--- src/rtl/instruction_sequencer.sv ---
// Three-phase (fetch low, fetch high, execute) hardwired control unit for a
// small 16-bit datapath. The control word is decoded from the current state and IROut.
module instruction_sequencer (
  input  logic        Clock,
  input  logic        Reset,
  input  logic        Run,
  input  logic [15:0] IROut,
  input  logic [3:0]  Flags,
  output logic        Halted,
  output logic [2:0]  State,
  output logic [2:0]  RF_OutASel,
  output logic [2:0]  RF_OutBSel,
  output logic [2:0]  RF_FunSel,
  output logic [3:0]  RF_RegSel,
  output logic [3:0]  RF_ScrSel,
  output logic [4:0]  ALU_FunSel,
  output logic        ALU_WF,
  output logic [1:0]  ARF_OutCSel,
  output logic [1:0]  ARF_OutDSel,
  output logic [2:0]  ARF_FunSel,
  output logic [2:0]  ARF_RegSel,
  output logic        IR_LH,
  output logic        IR_Write,
  output logic        Mem_WR,
  output logic        Mem_CS,
  output logic [1:0]  MuxASel,
  output logic [1:0]  MuxBSel,
  output logic        MuxCSel
);

  localparam logic [2:0] S_IDLE = 3'd0;
  localparam logic [2:0] S_T0   = 3'd1;
  localparam logic [2:0] S_T1   = 3'd2;
  localparam logic [2:0] S_T2   = 3'd3;
  localparam logic [2:0] S_HALT = 3'd4;

  localparam logic [3:0] OP_LDI = 4'h1;
  localparam logic [3:0] OP_ADD = 4'h2;
  localparam logic [3:0] OP_BRZ = 4'h3;
  localparam logic [3:0] OP_BRA = 4'h4;
  localparam logic [3:0] OP_STL = 4'h5;
  localparam logic [3:0] OP_HLT = 4'hF;

  logic [2:0] state_q;
  logic [2:0] state_d;
  logic [3:0] opcode_s;
  logic [1:0] rd_s;
  logic [1:0] rs_s;
  logic [3:0] rd_en_n_s;
  logic       zero_s;

  assign opcode_s  = IROut[15:12];
  assign rd_s      = IROut[11:10];
  assign rs_s      = IROut[9:8];
  assign zero_s    = Flags[3];
  // Rd = 0 selects R1, which sits on bit 3 of the active-low enable vector.
  assign rd_en_n_s = ~(4'b1000 >> rd_s);

  assign State  = state_q;
  assign Halted = (state_q == S_HALT);

  // Next-state sequencing: IDLE -> T0 -> T1 -> T2 -> T0 ..., HLT parks in HALT.
  always_comb begin
    state_d = state_q;
    case (state_q)
      S_IDLE: begin
        if (Run) begin
          state_d = S_T0;
        end else begin
          state_d = S_IDLE;
        end
      end
      S_T0:   state_d = S_T1;
      S_T1:   state_d = S_T2;
      S_T2: begin
        if (opcode_s == OP_HLT) begin
          state_d = S_HALT;
        end else begin
          state_d = S_T0;
        end
      end
      S_HALT: state_d = S_HALT;
      default: state_d = S_IDLE;
    endcase
  end

  // State register; reset drops straight back to IDLE.
  always_ff @(posedge Clock or negedge Reset) begin
    if (!Reset) begin
      state_q <= S_IDLE;
    end else begin
      state_q <= state_d;
    end
  end

  // Control word decode; any field not set below keeps its idle value.
  always_comb begin
    RF_OutASel  = 3'b000;
    RF_OutBSel  = 3'b000;
    RF_FunSel   = 3'b000;
    RF_RegSel   = 4'b1111;
    RF_ScrSel   = 4'b1111;
    ALU_FunSel  = 5'b00000;
    ALU_WF      = 1'b0;
    ARF_OutCSel = 2'b00;
    ARF_OutDSel = 2'b00;
    ARF_FunSel  = 3'b000;
    ARF_RegSel  = 3'b111;
    IR_LH       = 1'b0;
    IR_Write    = 1'b0;
    Mem_WR      = 1'b0;
    Mem_CS      = 1'b1;
    MuxASel     = 2'b00;
    MuxBSel     = 2'b00;
    MuxCSel     = 1'b0;
    case (state_q)
      S_T0, S_T1: begin
        Mem_CS      = 1'b0;
        ARF_OutDSel = 2'b00;
        IR_Write    = 1'b1;
        IR_LH       = (state_q == S_T1);
        ARF_RegSel  = 3'b011;
        ARF_FunSel  = 3'b001;
      end
      S_T2: begin
        case (opcode_s)
          OP_LDI: begin
            MuxASel   = 2'b11;
            RF_FunSel = 3'b010;
            RF_RegSel = rd_en_n_s;
          end
          OP_ADD: begin
            RF_OutASel = {1'b0, rd_s};
            RF_OutBSel = {1'b0, rs_s};
            ALU_FunSel = 5'b10100;
            ALU_WF     = 1'b1;
            MuxASel    = 2'b00;
            RF_FunSel  = 3'b010;
            RF_RegSel  = rd_en_n_s;
          end
          OP_BRZ: begin
            if (zero_s) begin
              MuxBSel    = 2'b11;
              ARF_FunSel = 3'b010;
              ARF_RegSel = 3'b011;
            end else begin
              ARF_RegSel = 3'b111;
            end
          end
          OP_BRA: begin
            MuxBSel    = 2'b11;
            ARF_FunSel = 3'b010;
            ARF_RegSel = 3'b011;
          end
          OP_STL: begin
            RF_OutASel  = {1'b0, rs_s};
            ALU_FunSel  = 5'b10000;
            MuxCSel     = 1'b0;
            ARF_OutDSel = 2'b10;
            Mem_CS      = 1'b0;
            Mem_WR      = 1'b1;
          end
          default: begin
            Mem_CS = 1'b1;
          end
        endcase
      end
      default: begin
        Mem_CS = 1'b1;
      end
    endcase
  end

endmodule

--- config.mk ---
export PLATFORM = sky130hd
export DESIGN_NAME = instruction_sequencer
export DESIGN_NICKNAME = d
export VERILOG_FILES = /design/src/rtl/instruction_sequencer.sv
export SDC_FILE = /design/constraint.sdc
export NUM_CORES = 1
export LEC_CHECK = 0
export ABC_AREA = 1
export BUFFER_PORTS_ARGS = -buffer_cell sky130_fd_sc_hd__buf_2
export CORE_ASPECT_RATIO = 0.6
export CORE_UTILIZATION = 25
export DETAILED_ROUTE_END_ITERATION = 6
export PLACE_DENSITY_LB_ADDON = 0.2
export SLEW_MARGIN = 20
export SYNTH_ARGS = -nofsm -noshare
export SYNTH_HDL_FRONTEND = slang
export SYNTH_SLANG_ARGS = --single-unit
--- constraint.sdc ---
create_clock -name Clock -period 1.9 [get_ports Clock]
set_input_delay 0.285 -clock Clock [delete_from_list [all_inputs] [get_ports Clock]]
set_output_delay 0.285 -clock Clock [all_outputs]
set_load 0.05 [all_outputs]
Word level (Yosys, flattened, before mapping) --
Cells that the tools add are included.
Operators by class: eq/ne operators 10, shift-type cells 1, multiplexer cells 34, bitwise logic cells 1, reduce and logical (&&, ||, !) cells 3
Operators with widths (count):
- $mux W2 | 12
- $pmux W2 S2 | 4
- $pmux W3 S5 | 1
- $pmux W3 S2 | 2
- $pmux W5 S2 | 1
- $eq A4 B2 Y1 const B | 2
- $eq A4 B3 Y1 const B | 2
- $mux W1 | 8
- $mux W4 | 2
- $eq A3 B2 Y1 const B | 2
- $mux W3 | 2
- $mux W5 | 1
- $eq A4 B1 Y1 const B | 1
- $eq A4 B4 Y1 const B | 1
- $not A4 Y4 | 1
- $reduce_or A2 Y1 | 2
- $shr A4 B2 Y4 const A | 1
- $eq A3 B1 Y1 const B | 1
- $eq A3 B3 Y1 const B | 1
- $logic_not A3 Y1 | 1
- $pmux W1 S2 | 1
Word-level totals: register bits 3, word-level logic and storage cells 50

Longest topological paths before layout --
Gate-level depths: netlist of run 1.
depth after elaboration 4, depth in mapped cells 6, mapped depth without buffers 5

Worst setup path before layout of run 1 --
No wires, ideal clock.
path type register -> output, start point register state_q[1], in the netlist State[1], end point output MuxBSel[1], arrival 2.215 ns, required time 1.615 ns, setup slack -0.600 ns, cell stages (with the launch flop) 6, path buffers 1, path through dfrtp_1 > nand2_2 > nor2_4 > inv_1 > a21oi_1 > buf_4
On the way: word-level cells in the longest chain between the ends 2
RTL lines:
- start, declared | RTL line 44 | logic [2:0] state_q;
- start signal, assigned | RTL line 92 | state_q <= state_d;
- $eq A3 B2 Y1 | RTL line 116 | case (state_q)
- $mux W2 | RTL line 116
- end, declared | RTL line 27 | output logic [1:0] MuxBSel,
No other way between the ends.

Worst setup path after layout of run 1 --
start point register state_q[2], in the netlist State[2], end point output RF_OutASel[1]
On the way: word-level cells in the longest chain between the ends 2
RTL lines:
- $eq A3 B2 Y1 | RTL line 116
- $mux W2 | RTL line 116
- end, declared | RTL line 11 | output logic [2:0] RF_OutASel,
No other way between the ends.

==> impl_metrics.yaml, run 1 <==
cells_and_area:
  drive_gt1_frac: 0.403
  n_fill_cell: 233
  area_delta_synth_final_pct: 36.8
  nNetsFinal: 163
  largest_register_ffs: 3
  mostFrequentLayoutCell: "buf_2"
  multi_input_area_sq_um: 342
  fin_util: 0.391
  final_cell_mix: "39 x buf_2, 18 x conb_1, 16 x inv_1"
  diodes: 0
  regArea_sq_um: 78.8
  stdcell_area_sq_um: 781
timing:
  min_period_ns: 1.73
  final.setup.tns_ns: 0
  finalCritPeriodShare: 0.911
  hold_viol_final: 0
  finalClockSkew_ns: 0.00244
  max_freq_mhz: 578
  drv_slew: 0
  finalSetupViolations: 0
  rsz0062_at_grt: "no"
critical_path:
  end_kind: "output pin"
  crit_required_ns: 1.62
  cp-start-kind: "flop"
  arrival_ns: 1.45
  critPathMaxFanout: 8
  critPathKind: "flop to output pin"
drt:
  vias: 639
  routedWlPerCell_um: 8.02
  drtIter0Drc: 9
  drt-total-wl_um: 1340
  ant_nets: 0
  vias_per_cell: 3.83
  first_pass_iters: 4
  drc: 0
clocking:
  cts_tree: "yes"
  cts_sinks: 3
  htreeDepth: 1
  cts_buffer_depth: 2
  cts-root-buf: "clkbuf_8"
  clock_latency_ns: 0.21
  cts-resized-gates: 0
  clkTransAtPathRegs_ns: 0.03
  cts_buffers: 3
yosys:
  synth_edf_count: 0
  ys.warnings.count: 0
  syn_area_sq_um: 571
  seq_area_frac_synth: 0.132
  avgSynthCellArea_sq_um: 5.71
  ys.flop_type: "dfrtp_1"
  synth_cell_type_count: 17
  async_reset_ff_frac: 1.00
  synthCells: 100
  synth_seq_cells: 3
flow_run:
  drv_cap: 0
status:
  status: "finished clean"
die:
  chipHeight_um: 39.0
  start_util: 0.286
  rows: 12
  io_pins: 69
  die_w_um: 63.7
  core_sq_um: 2000
  die_area_sq_um: 2480
global_routing:
  antenna_found_initial: 0
  grt-ovfl-total: 0
  grt_pass1_vias: 480
  grt_pass1_wl_um: 2060
  grt_usage: 0.113
  grt_start_max_net_pins: 9
placement:
  dpl.hpwl_um: 1170
  numPortBuffers: 39
  placed_area_sq_um: 726
  routabilityCongestion: 0.669
pwr:
  p_total_mw: 1.22
  ir_drop_v: 0.000559
  cellPowerDensity_nw_per_um2: 1560
  power_leakage_nw: 0.508
worst_hold_path:
  hold_path_class: "input port to flop"
layer usage:
| layer | GRT usage | up-vias | routed length (um) |
|---|---|---|---|
| met5 | 0 | - | 0 |
| met4 | 0.0682 | 0 | 0 |
| met3 | 0.0294 | 0 | 84 |
| met2 | 0.138 | 29 | 554 |
| met1 | 0.167 | 267 | 701 |
| li1 | - | 343 | - |
worst paths after layout:
| kind | from | cells past startpoint | slack (ns) | endpoint |
|---|---|---|---|---|
| hold reg to reg | State[2]$_DFF_PN0_ | 1 | 0.57 | State[1]$_DFF_PN0_ |
| setup reg to reg | State[2]$_DFF_PN0_ | 2 | 0.87 | State[0]$_DFF_PN0_ |
| setup / recovery | State[2]$_DFF_PN0_ | 5 | 0.17 | RF_OutASel[1] |
| max in group asynchronous | Reset | 2 | 1.38 | State[1]$_DFF_PN0_ |
| min in group asynchronous | Reset | 2 | 0.40 | State[0]$_DFF_PN0_ |
| hold / removal | Run | 3 | 0.37 | State[0]$_DFF_PN0_ |
worst max-delay path, stage by stage (launching register included):
cell,delay (ns)
dfrtp_2,0.45
nor2_4,0.19
buf_4,0.18
nand3_1,0.08
nand2_1,0.08
buf_2,0.25
through the flow:
stage | hold slack, ns | setup WS (ns) | instances
6_report | 0.368 | 0.169 | 167
5_1_grt | 0.375 | 0.0542 | 167
4_1_cts | 0.357 | 0.156 | 167
3_5_place_dp | 0.0834 | 0.275 | 162
3_3_place_gp | 0.0829 | 0.286 | 162
2_1_floorplan | -0.0106 | -0.170 | 116
what timing repair did:
action,in CTS,in global routing
hold endpoints to repair,3,0
endpoints found under the setup margin,0,0
setup buffers,0,0
hold buffers,1,0
synth_stat cells (2+ instances only):
cell type | number | area, sq um
nand2_1 | 15 | 56.3
dfrtp_1 | 3 | 75.1
nand3_1 | 10 | 50.1
nand2_2 | 2 | 12.5
o21ai_1 | 3 | 15.0
conb_1 | 2 | 7.51
a21oi_1 | 3 | 15.0
buf_4 | 21 | 158
inv_1 | 17 | 63.8
nor2_1 | 15 | 56.3
nor3_1 | 3 | 15.0
area by class of cell:
cell class,instances,area share
clock buffers,4,0.0577
multi-input cells,74,0.438
well taps,28,0.0449
inverters,17,0.0865
flip-flops and latches,3,0.101
repair buffers,41,0.272
kinds of logic (layout without fill, tap and decap cells):
logic type	count (synthesis)	in the layout	share of synthesized area
and+or+nand+nor	49	49	0.386
buffers and inverters	39	62	0.408
AOI/OAI and AO/OA	7	7	0.0614
other	2	18	0.0132
DFF	3	3	0.132
where the power goes:
part	switching (mW)	internal, mW
clock network	0.0398	0.143
logic	0.731	0.180
registers	0.0312	0.0935
total	0.802	0.417
Power figures use the tool's default switching activity.
==> run 2, diff against run 1 <==
--- a/config.mk
+++ b/config.mk
@@ -8,2 +8,3 @@
 export ABC_AREA = 1
+export ABC_CLOCK_PERIOD_IN_PS = 1900
 export BUFFER_PORTS_ARGS = -buffer_cell sky130_fd_sc_hd__buf_2
--- a/constraint.sdc
+++ b/constraint.sdc
@@ -3,2 +3,2 @@
 set_output_delay 0.285 -clock Clock [all_outputs]
-set_load 0.05 [all_outputs]
+set_load 0.1 [all_outputs]
==> run 2 against run 1 <==
Clock skew about the same. First-iteration DRC count increased by 78%. Combinational power increased by 98%. Critical path depth decreased by 1. Utilization increased by 21 points. Sequential share of layout area decreased by 2.9 points. Via count increased by 8.0%. Maximum frequency decreased by 5.8%. Critical endpoint is now RF_RegSel[0]. Largest cell class is now buffers.
==> impl_metrics.yaml, run 2 (synthesis results as in run 1) <==
status:
  status: "finished clean"
drt:
  drtIter0Drc: 16
  drc: 0
  ant_nets: 0
  first_pass_iters: 4
  routedWlPerCell_um: 10.2
  vias_per_cell: 4.13
  vias: 690
  drt-total-wl_um: 1710
clocking:
  cts_tree: "yes"
  cts_buffer_depth: 2
  cts_buffers: 3
  post-cts-setup-buffer-count: 0
  cts_sinks: 3
  htreeDepth: 1
  cts-root-buf: "clkbuf_8"
  clkTransAtPathRegs_ns: 0.03
  clock_latency_ns: 0.21
die:
  start_util: 0.286
  die_area_sq_um: 2480
  core_sq_um: 2000
  rows: 12
  chipHeight_um: 39.0
  die_w_um: 63.7
  io_pins: 69
timing:
  hold_viol_final: 0
  rsz0062_at_grt: "no"
  min_period_ns: 1.84
  max_freq_mhz: 544
  drv_slew: 0
  finalCritPeriodShare: 0.967
  final.setup.tns_ns: 0
  finalClockSkew_ns: 0.00242
  finalSetupViolations: 0
critical_path:
  critPathMaxFanout: 9
  cpPeakStageDelay_ns: 0.53
  arrival_ns: 1.55
  end_kind: "output pin"
  cp_slowest_cell: "dfrtp_4"
  critPathKind: "flop to output pin"
  r2r_cells: 3
  path_cells: "nor2_4, buf_4, nand3_2, clkbuf_4"
  cp-start-kind: "flop"
  crit_required_ns: 1.62
pwr:
  seq_power_share: 0.070
  swShare: 0.689
  power_report.internal_total_mw: 0.663
  cellPowerDensity_nw_per_um2: 1780
  power_leakage_nw: 0.561
  combPwrFrac: 0.844
  power.switching_mw: 1.47
  ir_drop_v: 0.00154
  clkPwrFrac: 0.086
placement:
  place_inst: 162
  routabilityCongestion: 0.746
  dpl.hpwl_um: 1460
  numPortBuffers: 39
worst_hold_path:
  hold_depth: 3
  hold_path_class: "input port to flop"
global_routing:
  grt_usage: 0.143
  grt_pass1_vias: 613
  antenna_found_initial: 0
  grt-ovfl-total: 0
  grt_start_max_net_pins: 10
  grt_pass1_wl_um: 2620
cells_and_area:
  mostFrequentLayoutCell: "buf_12"
  drive_gt1_frac: 0.540
  final_cell_mix: "19 x buf_12, 18 x conb_1, 18 x buf_2"
  area_delta_synth_final_pct: 110
  diodes: 0
  largest_register_ffs: 3
  stdcell_count: 167
  fin_util: 0.599
  nNetsFinal: 163
flow_run:
  drv_cap: 0
==> run 2: cell count changes in the layout (fill, tap and decap cells not counted), sizes merged <==
cell / delta
clkinvlp: +3
inv: -3
buf: -2
clkbuf: +2
==> run 2: cell type report <==
type / count / area [sq um]
Fill cell: 177 / 801
Timing Repair Buffer: 41 / 503
Multi-Input combinational cell: 74 / 448
Sequential cell: 3 / 86.3
Inverter: 17 / 78.8
Clock buffer: 4 / 45.0
Tap cell: 28 / 35.0
==> run 2: power groups by stage <==
stage               combinational, mW  sequential [mW]  clock, mW
floorplan                        1.28            0.313          0
global placement                 1.79            0.141          0
detailed placement               1.80            0.146          0
CTS                              1.81            0.149      0.184
global route                     1.86            0.153      0.190
finish                           1.80            0.149      0.184
==> run 2: critical path: cells and delay by family, from the launching register on <==
kind / cells / cell delay (ns)
buf+inv: 2 / 0.52
flops: 1 / 0.53
simple gates: 2 / 0.27
==> run 2: path summary, 6_finish.rpt <==
path                                 endpoint               start  slack (ns)
max                              RF_RegSel[0]  State[2]$_DFF_PN0_        0.06
min                        State[0]$_DFF_PN0_                 Run        0.35
max reg2reg                State[2]$_DFF_PN0_  State[1]$_DFF_PN0_        0.71
min reg2reg                State[1]$_DFF_PN0_  State[2]$_DFF_PN0_        0.64
max in group asynchronous  State[1]$_DFF_PN0_               Reset        1.36
min in group asynchronous  State[0]$_DFF_PN0_               Reset        0.41
==> run 2: what timing repair did <==
action                                 in CTS  in global routing
gates resized for setup                     1                  2
cloned                                      0                  0
hold buffers                                1                  0
setup endpoints to repair                   3                  2
endpoints found under the hold margin       3                  0
==> run 2: stage by stage <==
| stage | instance area [sq um] | hold slack [ns] | setup slack (ns) | total power, mW |
|---|---|---|---|---|
| floorplan | 817 | -0.0106 | -0.211 | 1.59 |
| global placement | 1130 | 0.0811 | 0.164 | 1.93 |
| detailed placement | 1130 | 0.0857 | 0.161 | 1.95 |
| CTS | 1190 | 0.343 | 0.0504 | 2.14 |
| global route | 1200 | 0.395 | 0.00132 | 2.20 |
| finish | 1200 | 0.349 | 0.0622 | 2.13 |
==> run 2: per-layer routing <==
layer / GRT usage / vias up / share of wire
li1: - / 343 / -
met1: 0.175 / 298 / 0.44
met2: 0.261 / 47 / 0.48
met3: 0.0118 / 2 / 0.070
met4: 0.0739 / 0 / 0.0059
met5: 0 / - / 0
